===== config.mk =====
export PLATFORM = sky130hd
export DESIGN_NAME = qsm_ml_select
export DESIGN_NICKNAME = d
export VERILOG_FILES = /design/src/rtl/qsm_pkg.sv /design/src/rtl/qsm_slicer.sv /design/src/rtl/qsm_ml_select.sv
export SDC_FILE = /design/constraint.sdc
export NUM_CORES = 2
export LEC_CHECK = 0
export ABC_AREA = 0
export CORE_MARGIN = 2
export CORE_UTILIZATION = 25
export CTS_BUF_LIST = sky130_fd_sc_hd__clkbuf_16
export CTS_CLUSTER_DIAMETER = 50
export DETAILED_ROUTE_END_ITERATION = 8
export GPL_TIMING_DRIVEN = 0
export PLACE_DENSITY = 0.37
export SLEW_MARGIN = 20
export SYNTH_ARGS = -nofsm -noshare
export SYNTH_HDL_FRONTEND = slang
export SYNTH_HIERARCHICAL = 1
export SYNTH_SLANG_ARGS = --single-unit

===== constraint.sdc =====
create_clock -name clk -period 12 [get_ports clk]
set_input_delay 2.4 -clock clk [delete_from_list [all_inputs] [get_ports clk]]
set_output_delay 2.4 -clock clk [all_outputs]
set_load 0.01 [all_outputs]

===== src/rtl/qsm_pkg.sv =====
// Shared widths, types and FSM encoding for the QSM maximum-likelihood selector.
package qsm_pkg;
  localparam int unsigned N     = 16;
  localparam int unsigned Q     = 8;
  localparam int unsigned LEVEL = 256;
  localparam int unsigned MET_W = 2*N + 2;

  typedef logic signed [N-1:0] data_t;
  typedef logic signed [N:0]   err_t;
  typedef logic [MET_W-1:0]    met_t;

  // x[0..3] = I1, Q1, I2, Q2
  typedef struct packed {
    logic [3:0]      q;
    logic [3:0][N-1:0] x;
  } cand_t;

  typedef enum logic [1:0] {IDLE, COLLECT, FLUSH} state_t;
endpackage


===== src/rtl/qsm_slicer.sv =====
// Combinational nearest-PAM-level slicer for one value; returns the level and x - level.
module qsm_slicer
  import qsm_pkg::*;
#(
  parameter int unsigned M_QAM = 4
) (
  input  logic signed [N-1:0] x_i,
  output logic signed [N-1:0] s_o,
  output logic signed [N:0]   e_o
);
  localparam data_t L1 = data_t'(LEVEL);
  localparam data_t L3 = data_t'(3*LEVEL);
  localparam data_t TH = data_t'(2*LEVEL);

  always_comb begin
    s_o = L1;
    if (M_QAM == 16) begin
      // thresholds resolve upward: 2*LEVEL -> 3*LEVEL, 0 -> +LEVEL
      if (x_i >= TH)       s_o = L3;
      else if (!x_i[N-1])  s_o = L1;
      else if (x_i >= -TH) s_o = -L1;
      else                 s_o = -L3;
    end else begin
      s_o = x_i[N-1] ? -L1 : L1;
    end
    e_o = err_t'(x_i) - err_t'(s_o);
  end
endmodule


===== src/rtl/qsm_ml_select.sv =====
// Per-frame minimum squared-error selection over NUM_Q candidate estimates (slice, square-sum, compare).
module qsm_ml_select
  import qsm_pkg::*;
#(
  parameter int unsigned NUM_Q = 16,
  parameter int unsigned M_QAM = 4
) (
  input  logic                 clk,
  input  logic                 rst,
  input  logic                 start_frame,
  input  logic                 cand_valid,
  input  logic [3:0]           cand_q,
  input  logic signed [N-1:0]  xI1_in,
  input  logic signed [N-1:0]  xQ1_in,
  input  logic signed [N-1:0]  xI2_in,
  input  logic signed [N-1:0]  xQ2_in,
  output logic                 busy,
  output logic                 det_valid,
  output logic [3:0]           det_q,
  output logic signed [N-1:0]  det_sI1,
  output logic signed [N-1:0]  det_sQ1,
  output logic signed [N-1:0]  det_sI2,
  output logic signed [N-1:0]  det_sQ2,
  output logic [MET_W-1:0]     det_metric,
  output logic                 err_extra
);
  localparam int unsigned CW = $clog2(NUM_Q + 1);

  state_t        state_q, state_d;
  logic [CW-1:0] cnt_q, cnt_d, cnt_base;
  logic          err_q, err_d;
  logic          accept, acc_last, fire, better;

  data_t xin [4];
  data_t xs  [4];
  err_t  xe  [4];

  logic  v1_q, v1_d, last1_q, last1_d, first1_q, first1_d;
  cand_t c1_q, c1_d;
  err_t  e1_q [4];
  err_t  e1_d [4];

  logic  v2_q, v2_d, last2_q, last2_d, first2_q, first2_d;
  cand_t c2_q, c2_d;
  met_t  m2_q, m2_d;

  cand_t best_q, best_d, detc_q, detc_d;
  met_t  bmet_q, bmet_d, detm_q, detm_d;
  logic  detv_q, detv_d;

  logic signed [MET_W-1:0] ext;
  met_t                    sum;

  assign xin = '{xI1_in, xQ1_in, xI2_in, xQ2_in};

  for (genvar g = 0; g < 4; g++) begin : g_slice
    qsm_slicer #(.M_QAM(M_QAM)) u_slicer (
      .x_i (xin[g]),
      .s_o (xs[g]),
      .e_o (xe[g])
    );
  end

  always_comb begin
    // start_frame clears the count before the same-cycle candidate is counted
    cnt_base = start_frame ? '0 : cnt_q;
    accept   = cand_valid && (start_frame || (state_q != FLUSH && cnt_q < CW'(NUM_Q)));
    acc_last = (cnt_base == CW'(NUM_Q - 1));
    fire     = v2_q && last2_q && !start_frame;
    cnt_d    = accept ? cnt_base + CW'(1) : cnt_base;
    err_d    = start_frame ? 1'b0 : (err_q | (cand_valid && !accept));

    state_d = state_q;
    if (start_frame) begin
      state_d = !accept ? IDLE : (acc_last ? FLUSH : COLLECT);
    end else begin
      unique case (state_q)
        IDLE:    if (accept) state_d = acc_last ? FLUSH : COLLECT;
        COLLECT: if (accept && acc_last) state_d = FLUSH;
        FLUSH:   if (fire) state_d = IDLE;
        default: state_d = IDLE;
      endcase
    end

    v1_d     = accept;
    last1_d  = acc_last;
    first1_d = (cnt_base == '0);
    c1_d.q   = cand_q;
    for (int unsigned i = 0; i < 4; i++) begin
      c1_d.x[i] = xs[i];
      e1_d[i]   = xe[i];
    end

    sum = '0;
    ext = '0;
    for (int unsigned i = 0; i < 4; i++) begin
      ext = {{(MET_W-N-1){e1_q[i][N]}}, e1_q[i]};
      sum = sum + met_t'(ext * ext);
    end
    v2_d     = v1_q && !start_frame;
    last2_d  = last1_q;
    first2_d = first1_q;
    c2_d     = c1_q;
    m2_d     = sum;

    better = v2_q && !start_frame && (first2_q || m2_q < bmet_q);
    best_d = best_q;
    bmet_d = bmet_q;
    if (better) begin
      best_d = c2_q;
      bmet_d = m2_q;
    end
    detv_d = fire;
    detc_d = detc_q;
    detm_d = detm_q;
    if (fire) begin
      detc_d = best_d;
      detm_d = bmet_d;
      bmet_d = '1;
    end
    if (start_frame) bmet_d = '1;
  end

  always_ff @(posedge clk) begin
    if (rst) begin
      state_q  <= IDLE;
      cnt_q    <= '0;
      err_q    <= 1'b0;
      v1_q     <= 1'b0;
      last1_q  <= 1'b0;
      first1_q <= 1'b0;
      c1_q     <= '0;
      e1_q     <= '{default: '0};
      v2_q     <= 1'b0;
      last2_q  <= 1'b0;
      first2_q <= 1'b0;
      c2_q     <= '0;
      m2_q     <= '0;
      best_q   <= '0;
      bmet_q   <= '1;
      detv_q   <= 1'b0;
      detc_q   <= '0;
      detm_q   <= '0;
    end else begin
      state_q  <= state_d;
      cnt_q    <= cnt_d;
      err_q    <= err_d;
      v1_q     <= v1_d;
      last1_q  <= last1_d;
      first1_q <= first1_d;
      c1_q     <= c1_d;
      e1_q     <= e1_d;
      v2_q     <= v2_d;
      last2_q  <= last2_d;
      first2_q <= first2_d;
      c2_q     <= c2_d;
      m2_q     <= m2_d;
      best_q   <= best_d;
      bmet_q   <= bmet_d;
      detv_q   <= detv_d;
      detc_q   <= detc_d;
      detm_q   <= detm_d;
    end
  end

  assign busy       = (state_q != IDLE);
  assign det_valid  = detv_q;
  assign det_q      = detc_q.q;
  assign det_sI1    = detc_q.x[0];
  assign det_sQ1    = detc_q.x[1];
  assign det_sI2    = detc_q.x[2];
  assign det_sQ2    = detc_q.x[3];
  assign det_metric = detm_q;
  assign err_extra  = err_q;
endmodule


==> metrics.csv <==
metric,value,unit
via_per_inst,4.13,
finalSetupViolCount,0,
synth_area,0.0568,sq mm
ctsResizeCount,0,
maxSlewViolCount,0,
grt-ovfl-total,0,
crit_type,reg -> reg,
final-hold-violation-count,0,
period_minus_slack,10630,ps
drc,0,
synthArstFlopShare,0,%
hp-start,c1_q[26]$_SDFF_PP0_,
clock_latency,660,ps
vias,37200,
dieArea,0.231,sq mm
std_cell_rows,174,
numCtsBuffers,60,
slew_headroom,27.9,%
grtUsageTotal,15.5,%
layout-drive-gt1-share,4.04,%
ant_nets,0,
grt_max_degree,19,
worstPathRequired,12540,ps
clk_transition_reported_paths,60,ps
die_y,481,um
max_freq,94.1,MHz
fin_worst_skew,31.3,ps
seq_area_frac_synth,16.1,%
area_growth,13.1,%
rsz0062_at_grt,false,
synth_seq_cells,457,
drt_wl_total,174,mm
synth_edf_count,0,
arrival,11170,ps
layout_common_cells,"1520 x inv_1, 1261 x fa_1, 457 x dfxtp_1",
cts.sinks,457,
holdBufCountCts,0,
worst_pin_slew,1080,ps
end_kind,register,
crit_path_start_kind,register,
antenna_found_initial,16,
wl_per_cell,19.3,um
cts_tree,built,
io_buffers,142,
min_path_type,reg -> reg,
clockBufferDepth,3,
post-cts-setup-buffers,0,
post_synth.cell_area_avg,9.91,sq um
worstPathMaxFanout,12,
status,"complete, no violations",
syn_inst,5728,
finalSetupTns,0,ps
rr_startpoint,e1_q[50]$_SDFF_PP0_,
grt_pass1_wl,265,mm
core-area,0.225,sq mm
nNetsFinal,7635,
r2r_slack,1370,ps
grt_pass1_vias,41500,
ys.flop_type,dfxtp_1,
drtPass1Iterations,4,
yosysUniqueCellTypes,57,
dp_hpwl,155,mm
start_util,25.2,%
cts.htree.levels,2,
drtIter0Drc,1506,
dieWidth,481,um
cts-root-buf,clkbuf_16,
yosysWarnings,6,
startpoint,e1_q[50]$_SDFF_PP0_,
cap_viol_max_count,0,
post-route-period-util,88.6,%
ios,177,
routabilityCongestion,0.853,
final_common_cell,inv_1,
## critical path, stage by stage (launching register included)
cell	delay, ps
dfxtp_1	870
clkbuf_1	560
nand2_1	670
inv_1	660
fa_1	550
fa_1	540
inv_1	50
fa_1	470
inv_1	50
fa_1	480
fa_1	640
fa_1	470
fa_1	600
fa_1	460
fa_1	490
inv_1	50
fa_1	520
inv_1	50
ha_1	230
a21o_1	190
a21o_1	160
a21oi_1	290
nor3b_1	330
a211oi_2	170
a211oi_1	540
mux2_2	410
## kinds of logic after synthesis
logic type / synth area share [%]
AOI/OAI and AO/OA: 5.62
DFF: 16.1
muxes: 0.0970
xor gates and xnor gates: 1.71
other: 0.0595
and+or+nand+nor: 11.6
buffers and inverters: 12.8
adders and majority gates: 52.0
## synthesized netlist by cell type (3+ instances only)
library cell / instances / area (sq um)
a311oi_1: 102 / 893
mux2_2: 4 / 45.0
or3_1: 3 / 18.8
xnor2_1: 83 / 727
dfxtp_1: 457 / 9150
inv_1: 1510 / 5670
nor2b_1: 254 / 1590
buf_4: 104 / 781
o21a_1: 11 / 82.6
conb_1: 9 / 33.8
a21o_1: 33 / 248
a211oi_1: 7 / 52.6
nand2_1: 291 / 1090
o211ai_2: 4 / 50.1
o21ai_1: 3 / 15.0
a21oi_1: 130 / 651
buf_1: 7 / 26.3
nor3b_1: 5 / 37.5
xor2_1: 24 / 210
clkinv_1: 3 / 11.3
nand2b_1: 41 / 257
nor3_1: 16 / 80.1
nand3_1: 52 / 260
and3_1: 6 / 37.5
o21ai_0: 31 / 155
nor2_1: 196 / 736
buf_2: 12 / 60.1
nand4_1: 114 / 713
a211o_1: 4 / 35.0
and2_1: 264 / 1650
clkbuf_1: 196 / 736
or2_2: 6 / 37.5
ha_1: 340 / 4250
o31ai_1: 105 / 788
a31oi_1: 11 / 68.8
fa_1: 1261 / 25200
## state kept, by name, summed over array words and instances, names as in the netlist, 2 cells and up
| name | flops |
|---|---|
| det_metric | 34 |
| m2_q | 34 |
| bmet_q | 34 |
| c2_q | 68 |
| cnt_q | 5 |
| det_q | 4 |
| det_sI2 | 16 |
| state_q | 2 |
| best_q | 68 |
| c1_q | 68 |
| det_sQ1 | 16 |
| det_sQ2 | 16 |
| e1_q | 68 |
| det_sI1 | 16 |
## routing by layer
metal	vias to the layer above	GRT usage [%]	part of all wire (%)
met5	-	0	0.014
met4	4	2.45	1.6
met3	98	1.24	3.1
met2	518	28.5	53
met1	19100	19.9	43
li1	17400	-	-
## metrics by stage
stage | utilization [%] | worst slack [ps] | instance area, sq um | cells | hold slack [ps]
3_3_place_gp | 27.5 | 1340 | 62000 | 8890 | 417
6_report | 28.5 | 1370 | 64200 | 9014 | 427
5_1_grt | 28.5 | 868 | 64200 | 9006 | 441
3_5_place_dp | 27.6 | 1320 | 62100 | 8892 | 420
4_1_cts | 28.5 | 1300 | 64200 | 9006 | 434
2_1_floorplan | - | 3710 | 56900 | 5756 | 414
## path summary, 6_finish.rpt
kind / to / cells after the start
worst max register to register: m2_q[26]$_SDFF_PP0_ / 25
worst min-delay path: c2_q[26]$_SDFF_PP0_ / 1
worst max-delay path: m2_q[26]$_SDFF_PP0_ / 25
worst min register to register: c2_q[26]$_SDFF_PP0_ / 1
## area by class of cell
class	count	area, sq um
inverters	1513	5680
multi-input cells	3467	40500
clock buffers	60	1500
flip-flops and latches	457	9150
fillers	24000	161000
clock inverters	54	571
plain buffers	319	1610
diodes	8	20.0
well taps	2992	3740
repair buffers	144	1460
Power is not shown: default switching activity piles up to over one toggle a cycle in this logic, so the estimate is an artifact.
